**config.mk**
```make
export PLATFORM = sky130hd
export DESIGN_NAME = pe_load_scheduler
export DESIGN_NICKNAME = d
export VERILOG_FILES = /design/src/rtl/pe_load_scheduler.sv
export SDC_FILE = /design/constraint.sdc
export NUM_CORES = 1
export LEC_CHECK = 0
export ABC_AREA = 1
export BUFFER_PORTS_ARGS = -buffer_cell sky130_fd_sc_hd__buf_2
export CAP_MARGIN = 20
export CORE_UTILIZATION = 56
export CTS_BUF_LIST = sky130_fd_sc_hd__clkbuf_16
export CTS_CLUSTER_DIAMETER = 200
export DETAILED_ROUTE_END_ITERATION = 8
export GPL_ROUTABILITY_DRIVEN = 0
export HOLD_SLACK_MARGIN = 0.1
export PLACE_DENSITY_LB_ADDON = 0.15
export SLEW_MARGIN = 20
export SYNTH_ARGS = -nofsm -noshare
export SYNTH_HDL_FRONTEND = slang
export SYNTH_SLANG_ARGS = --single-unit
```
**constraint.sdc**
```tcl
create_clock -name clk -period 4.6 [get_ports clk]
set_input_delay 0.92 -clock clk [delete_from_list [all_inputs] [get_ports clk]]
set_output_delay 0.92 -clock clk [all_outputs]
set_load 0.01 [all_outputs]
```
**src/rtl/pe_load_scheduler.sv**
```systemverilog
// Sequencer that streams filter-row weights, then the spike ifmap, to the partial-sum PE array
// over a single valid/ready packet port.
module pe_load_scheduler #(
  parameter int NUM_PE         = 5,
  parameter int FILTER_SIZE    = 5,
  parameter int IFMAP_SIZE     = 25,
  parameter int WEIGHT_WIDTH   = 8,
  parameter int SPIKES_PER_PKT = 16,
  parameter int ADDR_W         = 4,
  parameter int IDX_W          = 5,
  parameter int PE_BASE_ADDR   = 0,
  localparam int TOTAL_SPIKES  = IFMAP_SIZE * IFMAP_SIZE,
  localparam int NUM_WORDS     = (TOTAL_SPIKES + SPIKES_PER_PKT - 1) / SPIKES_PER_PKT,
  localparam int DATA_W        = (2 * WEIGHT_WIDTH > SPIKES_PER_PKT) ? 2 * WEIGHT_WIDTH : SPIKES_PER_PKT,
  localparam int PKT_W         = ADDR_W + IDX_W + 1 + DATA_W,
  localparam int WA_W          = (NUM_PE * FILTER_SIZE > 1) ? $clog2(NUM_PE * FILTER_SIZE) : 1,
  localparam int IA_W          = (NUM_WORDS > 1) ? $clog2(NUM_WORDS) : 1
) (
  input  logic                      clk,
  input  logic                      rst,
  input  logic                      start,
  output logic                      busy,
  output logic                      done,
  output logic                      w_rd_en,
  output logic [WA_W-1:0]           w_rd_addr,
  input  logic [WEIGHT_WIDTH-1:0]   w_rd_data,
  output logic                      i_rd_en,
  output logic [IA_W-1:0]           i_rd_addr,
  input  logic [SPIKES_PER_PKT-1:0] i_rd_data,
  output logic                      pkt_valid,
  input  logic                      pkt_ready,
  output logic [PKT_W-1:0]          pkt_data
);

  localparam int WPP    = (FILTER_SIZE + 1) / 2;
  localparam int PE_W   = (NUM_PE > 1) ? $clog2(NUM_PE) : 1;
  localparam int PAIR_W = (WPP > 1) ? $clog2(WPP) : 1;

  localparam logic [3:0] IDLE   = 4'd0;
  localparam logic [3:0] W_RD0  = 4'd1;
  localparam logic [3:0] W_RD1  = 4'd2;
  localparam logic [3:0] W_CAP  = 4'd3;
  localparam logic [3:0] W_SEND = 4'd4;
  localparam logic [3:0] I_RD   = 4'd5;
  localparam logic [3:0] I_CAP  = 4'd6;
  localparam logic [3:0] I_SEND = 4'd7;
  localparam logic [3:0] FIN    = 4'd8;

  logic [3:0]                       state;
  logic [PE_W-1:0]                  pe_cnt;
  logic [PAIR_W-1:0]                pair_cnt;
  logic [IA_W-1:0]                  word_cnt;
  logic signed [WEIGHT_WIDTH-1:0]   w_lo_p1;
  logic signed [WEIGHT_WIDTH-1:0]   w_hi_p2;
  logic [SPIKES_PER_PKT-1:0]        word_p1;
  logic                             lo_ok;
  logic                             hi_ok;
  logic                             xfer;

  // Clears spike positions past the end of the ifmap in the final word.
  function automatic logic [SPIKES_PER_PKT-1:0] tail_mask(input logic [IA_W-1:0] n);
    logic [SPIKES_PER_PKT-1:0] m;
    for (int b = 0; b < SPIKES_PER_PKT; b++)
      m[b] = ((int'(n) * SPIKES_PER_PKT + b) < TOTAL_SPIKES);
    return m;
  endfunction

  function automatic logic [DATA_W-1:0] pack_weights(input logic signed [WEIGHT_WIDTH-1:0] lo,
                                                     input logic signed [WEIGHT_WIDTH-1:0] hi);
    return DATA_W'({hi, lo});
  endfunction

  function automatic logic [DATA_W-1:0] pack_spikes(input logic [SPIKES_PER_PKT-1:0] w);
    return DATA_W'(w);
  endfunction

  assign lo_ok = (2 * int'(pair_cnt)) < FILTER_SIZE;
  assign hi_ok = (2 * int'(pair_cnt) + 1) < FILTER_SIZE;
  assign xfer  = pkt_valid && pkt_ready;

  always_ff @(posedge clk) begin
    if (rst) begin
      state    <= IDLE;
      pe_cnt   <= '0;
      pair_cnt <= '0;
      word_cnt <= '0;
    end else begin
      case (state)
        IDLE:   if (start) state <= W_RD0;
        W_RD0:  state <= W_RD1;
        W_RD1:  state <= W_CAP;
        W_CAP:  state <= W_SEND;
        W_SEND: begin
          if (xfer) begin
            if (pair_cnt == PAIR_W'(WPP - 1)) begin
              pair_cnt <= '0;
              if (pe_cnt == PE_W'(NUM_PE - 1)) begin
                pe_cnt <= '0;
                state  <= I_RD;
              end else begin
                pe_cnt <= pe_cnt + PE_W'(1);
                state  <= W_RD0;
              end
            end else begin
              pair_cnt <= pair_cnt + PAIR_W'(1);
              state    <= W_RD0;
            end
          end
        end
        I_RD:   state <= I_CAP;
        I_CAP:  state <= I_SEND;
        I_SEND: begin
          if (xfer) begin
            if (pe_cnt == PE_W'(NUM_PE - 1)) begin
              pe_cnt <= '0;
              if (word_cnt == IA_W'(NUM_WORDS - 1)) begin
                word_cnt <= '0;
                state    <= FIN;
              end else begin
                word_cnt <= word_cnt + IA_W'(1);
                state    <= I_RD;
              end
            end else begin
              pe_cnt <= pe_cnt + PE_W'(1);
            end
          end
        end
        FIN:     state <= IDLE;
        default: state <= IDLE;
      endcase
    end
  end

  // Stage p1/p2: memory read data captured the cycle after each strobe
  always_ff @(posedge clk) begin
    if (state == W_RD1) w_lo_p1 <= lo_ok ? w_rd_data : '0;
    if (state == W_CAP) w_hi_p2 <= hi_ok ? w_rd_data : '0;
    if (state == I_CAP) word_p1 <= i_rd_data & tail_mask(word_cnt);
  end

  always_comb begin
    busy      = (state != IDLE);
    done      = (state == FIN);
    w_rd_en   = ((state == W_RD0) && lo_ok) || ((state == W_RD1) && hi_ok);
    w_rd_addr = '0;
    if (w_rd_en)
      w_rd_addr = WA_W'(int'(pe_cnt) * FILTER_SIZE + 2 * int'(pair_cnt) + ((state == W_RD1) ? 1 : 0));
    i_rd_en   = (state == I_RD);
    i_rd_addr = i_rd_en ? word_cnt : '0;
    pkt_valid = (state == W_SEND) || (state == I_SEND);
    pkt_data  = '0;
    if (state == W_SEND)
      pkt_data = {ADDR_W'(PE_BASE_ADDR + int'(pe_cnt)), IDX_W'(pe_cnt), 1'b0,
                  pack_weights(w_lo_p1, w_hi_p2)};
    else if (state == I_SEND)
      pkt_data = {ADDR_W'(PE_BASE_ADDR + int'(pe_cnt)), IDX_W'(pe_cnt), 1'b1,
                  pack_spikes(word_p1)};
  end

endmodule

```
# Word-level counts from Yosys, hierarchy flattened
# Cells that the tools add are included.
# totals
ff_bits	47
input_bits	28
elab_cells	96
# classes
addsub	21
mul	1
n_lt_le_gt_ge	18
eq_ne	16
n_mux	20
bitwise_logic	1
n_reduce_logical	12
# op_table
cell	count
11-bit by 10-bit < comparator with 1-bit output (second input constant)	15
10-bit by 4-bit adder with 11-bit output (second input constant)	8
25-bit two-way mux	2
10-bit by 3-bit adder with 11-bit output (second input constant)	4
4-bit case mux with 8 select lines	1
4-bit two-way mux	6
10-bit by 2-bit adder with 11-bit output (second input constant)	2
16-bit bitwise AND	1
4-bit by 3-bit equality test with 1-bit output (second input constant)	4
3-bit two-way mux	5
6-bit two-way mux	2
10-bit by 1-bit adder with 11-bit output (second input constant)	1
10-bit < comparator (second input constant)	1
2-bit inequality test (second input constant)	5
4-bit by 2-bit equality test with 1-bit output (second input constant)	2
4-bit AND reduction	2
6-bit by 1-bit adder with 6-bit output (second input constant)	1
6-bit equality test (second input constant)	1
3-bit case mux with 2 select lines	1
5-bit by 1-bit adder with 5-bit output	1
5-bit by 3-bit adder with 5-bit output	1
3-bit by 3-bit multiplier with 5-bit output (second input constant)	1
5-bit two-way mux	1
3-bit by 1-bit adder with 4-bit output (second input constant)	1
other kinds (17)	20

# Depth between registers and ports, before layout
# Gate-level depths: netlist of run 1.
# depth
word_depth	5
depth_mapped	9

# Worst setup path before layout of run 1
# Ideal clock, no wire load.
# synth_timing
path_kind	register to output
from	reg state[2]
to	out w_rd_addr[2]
t_arrival_ns	1.981
required_time_ns	3.680
path_slack_ns	1.699
path_stages_with_launch	9
n_path_buf	0
path_cell_list	dfxtp_1 -> nor2_1 -> nand2_1 -> nor2_1 -> ha_1 -> ha_1 -> fa_1 -> inv_1 -> nor2_1
# synth_via
elab_chain_len	4
word_cells_on_any_way	8
# synth_lines
item	line	text
start: declaration	49	logic [3:0] state;
start signal: assignment	83	state <= IDLE;
start signal: assignment	89	IDLE: if (start) state <= W_RD0;
start signal: assignment	90	W_RD0: state <= W_RD1;
4-bit by 2-bit equality test with 1-bit output or 4-bit by 1-bit equality test with 1-bit output (tied branches)	144, 147	
1-bit two-way mux or 1-bit logical AND (tied branches)	147, 144	
5-bit by 1-bit adder with 5-bit output or 1-bit logical OR (tied branches)	147, 144	
5-bit two-way mux *	146	if (w_rd_en)
end: declaration	25	output logic [WA_W-1:0] w_rd_addr,
# Every way passes the cells marked *; elsewhere a longest branch is shown, timed or not.

# Worst setup path in the final report of run 1
# Same ends and word-level chain as after synthesis.

==> impl_results.md, run 1 <==
- Pin count of the biggest net entering global routing: 20
- Initial Util: between 50% and 60%
- Final WS setup: 1.38 ns
- Place WS: around 1.7 ns
- CTS Sinks: 47
- Commonest non-fill, non-tap cells in the layout: nor2_1 (67), buf_2 (66), inv_1 (53), nand2_1 (35), edfxtp_1 (32)
- Hold endpoint: word_cnt[1]$_SDFFE_PP0P_
- HP Class: flip-flop to flip-flop
- Slew @ Worst Pin: between 0.6 and 0.7 ns
- Total power: 1.29 mW
- Routed length per instance: approximately 12 um
- Setup_tns: 0 ns
- DP Cell Count: between 400 and 500
- Synth Flop Type: edfxtp_1
- CP top delay family: adder cells
- Period utilization: a little over two thirds
- Drt pass-1 iters: 4
- Top-area cell type share of the netlist area: between 30% and 40%
- Hold_ws: between 0.4 and 0.5 ns
- Postcts setup bufs: 0
- Antenna cell count: 0
- Reg clk slew, reported paths: approximately 0.060 ns
- Cell Pwr Density: around 430 mW/mm2
- DR vias/cell: a little over 5
- Routed wire length: around 5100 um
- Vias: approximately 2100
- Status: completed
- Clock Path Buffers: 2
- EDFF count, synth: 32
- Synth Instances: 292
- Final Skew: 0.00603 ns
- Die area: around 0.0048 mm2
- CP Capture Type: primary output
- Worst slew margin: between 50% and 60%
- Commonest non-fill, non-tap cell in the layout: nor2_1
- I/O pin total: 70
- Crit path DAT: between 2 and 2.5 ns
- CTS resizes: 0
- Pleak: between 1.5 and 2 nW
- Final min period: 3.22 ns
- Critical R2R Launch: state[2]$_SDFFE_PP0P_
- Peak supply drop: about 0.00027 V
- Crit-path cells: nor2_1 > nand2_1 > nor2_1 > buf_4 > ha_1 > ha_1 > fa_1 > inv_1 > nor2_1 > buf_2
- Hold depth: 2
- Instance count on the critical path: 10
- Layout area overhead: 19.7%
- Crit-path most repeated cell: nor2_1
- Asr flop ratio synth: 0%
- Seq/Total Area, Yosys: about half
- Area contributors post-synth: edfxtp_1 (38%), dfxtp_1 (12%), nor2_1 (9.9%)
- Reg-to-Reg End: word_p1[10]$_DFFE_PP_
- Finished Layout Cells: 411
- Share of cells above drive strength 1: between 20% and 30%
- Core ar.: ~0.0044 mm2
- Worst Reg2Reg Path Length in Cells: 4
- Fmax: 311 MHz
- Hold path start: word_cnt[1]$_SDFFE_PP0P_
- Fill count: approximately 360
- First-pass GRT wire length: 8560 um
- Max FO, Critical Path: 10
- Critical path launch point type: flip-flop
- Post-layout instance area: ~0.0030 mm2
- Slowest CP cell: fa_1
- Total clock buffers created by CTS: 5
- Final Util: slightly below 70%
- Crit Path Class: flip-flop to primary output
- Die width: around 69 um
- Fin. max-slew vios: 0
- Gr usage total: approximately 22%
- Synth warnings: 0
- DIE HEIGHT: between 60 and 70 um
- Synthesized area: 0.00253 mm2
- Num rows: 24
- Max cap viols: 0
- Syn Area/Cell: approximately 8.7 um2
- Post-route antenna net violation count: 0
- Synth area leader: edfxtp_1
- Post-route DRC: 0
- RSZ-0062 raised after global routing: false
- Antenna violations before repair: 0
- HPWL after DPL: between 3000 and 4000 um
- Port Buf Inserts: between 60 and 70
- Final net count: 398
- FF-to-FF setup slack: 2.93 ns
- Root Buffer: clkbuf_16
- Crit path buffers/inverters: 3
- Register Area: 0.00126 mm2
- Cell Area, Placed: about 0.0029 mm2
- Drt first-iter violations: ~120
- Hold-fix buffers, CTS: 0
- Cell variety after synth: 32
- Max incr delay on CP: about 0.42 ns
- CTS tree: done
- Multi-input gate area: approximately 0.0010 mm2
- Synth Register Bits: 47
- Vias in the first global route: approximately 1900
- H-tree depth: 2
- Hold Vio Cnt, Final: 0
- Required @ worst endpoint: about 3.7 ns
- Clk_lat worst skew: a little under 0.3 ns
- Endpoints failing setup: 0
- GR Overflow Total: 0
## registers in the layout, indices dropped and copies added (netlist names)
register  count
word_p1      16
w_hi_p2       8
w_lo_p1       8
word_cnt      6
state         4
pe_cnt        3
pair_cnt      2
## logic make-up (layout without fill, tap and decap cells)
| logic type | Yosys count | after routing | synth area share (%) |
|---|---|---|---|
| flops | 47 | 47 | 49.8 |
| xor+xnor | 2 | 2 | 0.692 |
| buf+inv | 65 | 130 | 10.7 |
| compound gates | 42 | 42 | 11.1 |
| fa+ha+maj | 12 | 12 | 6.23 |
| other cells | 1 | 3 | 0.148 |
| simple gates | 123 | 123 | 21.3 |
## worst register-to-register path: cells and delay by family (launching register included)
kind / cells / cell delay, ns
flip-flops: 1 / 0.41
AND/OR/NAND/NOR: 2 / 0.31
buffers and inverters: 2 / 0.58
## report_power, final
part | internal, mW | switching [mW]
sequential | 0.515 | 0.0370
clock | 0.200 | 0.152
combinational | 0.144 | 0.247
## cell type report
class | count | share of cell area (%)
Tap cell | 52 | 2.15
Multi-Input combinational cell | 182 | 33.4
Sequential cell | 47 | 41.6
Timing Repair Buffer | 68 | 11.4
Inverter | 54 | 6.69
Clock inverter | 3 | 0.660
Clock buffer | 5 | 4.13
## cell usage after synthesis, types with 2 or more instances
master    count
o21ai_0       7
buf_2         3
edfxtp_1     32
nor3_1        5
ha_1         11
buf_4         6
o21ai_1       2
nand4_1       2
nand2_1      35
nand3_1       5
dfxtp_1      15
inv_1        53
a211oi_1      2
nand2_2       3
a22o_1       16
clkbuf_1      2
a21oi_1      12
nor2_1       67
## how the worst max path moves through the flow
stage	startpoint	to
finish	state[2]$_SDFFE_PP0P_	w_rd_addr[2]
global route	state[2]$_SDFFE_PP0P_	w_rd_addr[2]
CTS	state[2]$_SDFFE_PP0P_	w_rd_addr[2]
detailed placement	state[2]$_SDFFE_PP0P_	w_rd_addr[2]
global placement	state[2]$_SDFFE_PP0P_	w_rd_addr[2]
floorplan	state[2]$_SDFFE_PP0P_	w_rd_addr[2]
## routing by layer
layer | vias to the layer above | share of wire, % | global-route usage [%]
met1 | 953 | 45 | 27.4
met3 | 8 | 4.5 | 5.52
met2 | 61 | 49 | 39.6
met4 | 0 | 1.4 | 6.12
li1 | 1067 | - | -
met5 | - | 0 | 0
Note: power is estimated with default switching activity, not from simulation.
==> inputs of run 2 (changes only) <==
--- a/config.mk
+++ b/config.mk
@@ -8,7 +8,7 @@
 export ABC_AREA = 1
 export BUFFER_PORTS_ARGS = -buffer_cell sky130_fd_sc_hd__buf_2
 export CAP_MARGIN = 20
-export CORE_UTILIZATION = 56
+export CORE_UTILIZATION = 52
 export CTS_BUF_LIST = sky130_fd_sc_hd__clkbuf_16
 export CTS_CLUSTER_DIAMETER = 200
 export DETAILED_ROUTE_END_ITERATION = 8
==> constraint.sdc (replaced) <==
create_clock -name clk -period 3 [get_ports clk]
set_input_delay 0.6 -clock clk [delete_from_list [all_inputs] [get_ports clk]]
set_output_delay 0.6 -clock clk [all_outputs]
set_load 0.01 [all_outputs]
==> run 2 against run 1 <==
  * First-iteration DRC count grew 81%
  * Sequential power rose by 53%
  * Critical path depth decreased by 1
  * Final cell count up 0.97%
  * Global-route usage shrank 1.8 points
  * Clock power increased by 55%
  * Hold slack got worse by 0.0043 ns
  * Count of clock-buffer cells in the layout is the same
  * Combinational power rose by 53%
  * Non-clock buffer count is 2 higher
  * Critical path type unchanged
  * Clock skew fell by 0.0016 ns
==> impl_results.md, run 2 (synthesized netlist as in run 1, its figures left out) <==
- Status: completed
- Root Buffer: clkbuf_16
- Commonest non-fill, non-tap cell in the layout: nor2_1
- Internal power: 1.32 mW (+53%)
- Reg clk slew, reported paths: 0.06 ns (about the same)
- Post-route antenna net violation count: 0 (unchanged)
- Fin. max-slew vios: 0 (unchanged)
- Cell Area, Placed: 0.00290 mm2 (+0.61%)
- CTS Sinks: 47 (unchanged)
- Port Buf Inserts: 66 (unchanged)
- Largest regs: word_p1: 16 flops, w_hi_p2: 8 flops, w_lo_p1: 8 flops
- Largest register FFs: 16 (unchanged)
- Most flops, register: word_p1
- Final min period: about 2.8 ns
- Sw Pwr: 0.669 mW (+53%)
- Initial Util: 54.0% (-4.2 points)
- Sw frac: 33.7% (about the same)
- Share of cells above drive strength 1: 24.1% (+0.42 points)
- Pleak: 1.53 nW (+1.2%)
- Vias: 2062 (-1.3%)
- First-pass GRT wire length: 8170 um (-4.5%)
- CTS tree: done
- Vias in the first global route: 1919 (+1.7%)
- Clk_lat worst skew: 0.28 ns (about the same)
- Crit Path Class: flip-flop to primary output
- Die width: 71.8 um (+3.7%)
- Layout area overhead: 20.2%
- Clock Path Buffers: 2 (unchanged)
- Pin count of the biggest net entering global routing: 20 (unchanged)
- Fmax: approximately 360 MHz
- Post-layout instance area: 0.00304 mm2 (+0.41%)
- Post-route DRC: 0 (unchanged)
- Setup_tns: 0 ns (unchanged)
- Met1 Wirelength: 2250 um (-0.97%)
- Hold Vio Cnt, Final: 0 (unchanged)
- Core ar.: 0.00469 mm2 (+7.8%)
- Sequential Power Share: 42.5% (about the same)
- Max FO, Critical Path: 5 (-5)
- Commonest non-fill, non-tap cells in the layout: nor2_1 (67), buf_2 (66), inv_1 (53), nand2_1 (35), edfxtp_1 (32)
- GR Overflow Total: 0 (unchanged)
- Max cap viols: 0 (unchanged)
- Worst slew margin: 57.8% (+3.1 points)
- Antenna cell count: 0 (unchanged)
- HPWL after DPL: 3750 um (-1.6%)
- Top Layer Used: met4
- Routed length on met2: 2380 um (-4.6%)
- CTS resizes: 0 (unchanged)
- Crit path DAT: 2.16 ns (-0.14 ns)
- Total clock buffers created by CTS: 5 (unchanged)
- Endpoints failing setup: 0 (unchanged)
- Clock Power Share: 27.4% (+0.2 points)
- RSZ-0062 raised after global routing: false
- Routed length per instance: 12.1 um (-1.8%)
- HP Class: flip-flop to flip-flop
- Routed wire length: 5020 um (-0.85%)
- Die area: 0.00515 mm2 (+7.5%)
- Drt first-iter violations: 210 (+81%)
- Hold-fix buffers, CTS: 0 (unchanged)
- DR vias/cell: 4.97 (-2.2%)
- Num rows: 25 (+4.2%)
- Met3 WL: 328 um (+43%)
- I/O pin total: 70 (unchanged)
- Gr usage total: 20.7% (-1.8 points)
- Peak supply drop: 0.000335 V (+22%)
- Slew @ Worst Pin: 0.632 ns (-0.0471 ns)
- Antenna violations before repair: 0 (unchanged)
- DIE HEIGHT: 71.8 um (+3.7%)
- Cell Pwr Density: 653 mW/mm2 (+53%)
- Period utilization: 91.9%
- Combinational share of power: 30.2% (about the same)
- Drt pass-1 iters: 4 (unchanged)
- Critical path launch point type: flip-flop
- Final net count: 400 (+0.50%)
- CP Capture Type: primary output
- Required @ worst endpoint: 2.40 ns (-1.28 ns)
- Final Skew: 0.00439 ns (-0.00164 ns)
- H-tree depth: 2 (unchanged)
- Postcts setup bufs: 0 (unchanged)
- Fill count: 407 (+12%)
## run 2: worst max-delay path: stages, from the launching register on
cell     delay (ns)
dfxtp_1        0.35
nor2_1         0.26
nand2_1        0.12
nor2_1         0.16
ha_1           0.17
ha_1           0.18
fa_1           0.41
inv_1          0.06
nor2_1         0.04
buf_2          0.13
## run 2: metal layers
layer | global-route usage, % | vias to the layer above
met5 | 0 | -
met4 | 9.59 | 0
met3 | 3.66 | 6
met2 | 35.6 | 71
met1 | 25.3 | 915
li1 | - | 1070
## run 2: stage by stage
step           util [%]  hold WS [ns]  power (mW)  instances  setup WS (ns)
3_5_place_dp       61.8         0.484        1.46        407          0.550
6_report           64.9         0.492        1.99        415          0.242
4_1_cts            64.9         0.494        2.00        415          0.226
3_3_place_gp       61.8         0.479        1.45        407          0.644
2_1_floorplan         -         0.461        1.26        294          0.419
5_1_grt            64.9         0.526        2.10        415          0.113
## run 2: cell type report
class | instances | area [um2] | share of cell area [%]
inverters | 54 | 203 | 6.66
clock inverters | 3 | 18.8 | 0.617
multi-input cells | 182 | 1010 | 33.1
clock buffers | 5 | 125 | 4.11
repair buffers | 70 | 360 | 11.8
flip-flops and latches | 47 | 1260 | 41.4
well taps | 54 | 67.6 | 2.22
## run 2: path summary, 6_finish.rpt
check / from / end / slack, ns / cells after the start
setup reg to reg: state[3]$_SDFFE_PP0P_ / pe_cnt[0]$_SDFFE_PP0P_ / 1.40 / 8
hold reg to reg: word_cnt[1]$_SDFFE_PP0P_ / word_cnt[1]$_SDFFE_PP0P_ / 0.49 / 2
setup / recovery: state[2]$_SDFFE_PP0P_ / w_rd_addr[2] / 0.24 / 9
hold / removal: word_cnt[1]$_SDFFE_PP0P_ / word_cnt[1]$_SDFFE_PP0P_ / 0.49 / 2
## run 2: power groups by stage
stage	combinational, mW	clock, mW	sequential (mW)
6_report	0.599	0.544	0.843
3_3_place_gp	0.598	0	0.853
3_5_place_dp	0.601	0	0.856
5_1_grt	0.673	0.576	0.854
2_1_floorplan	0.425	0	0.838
4_1_cts	0.605	0.550	0.843
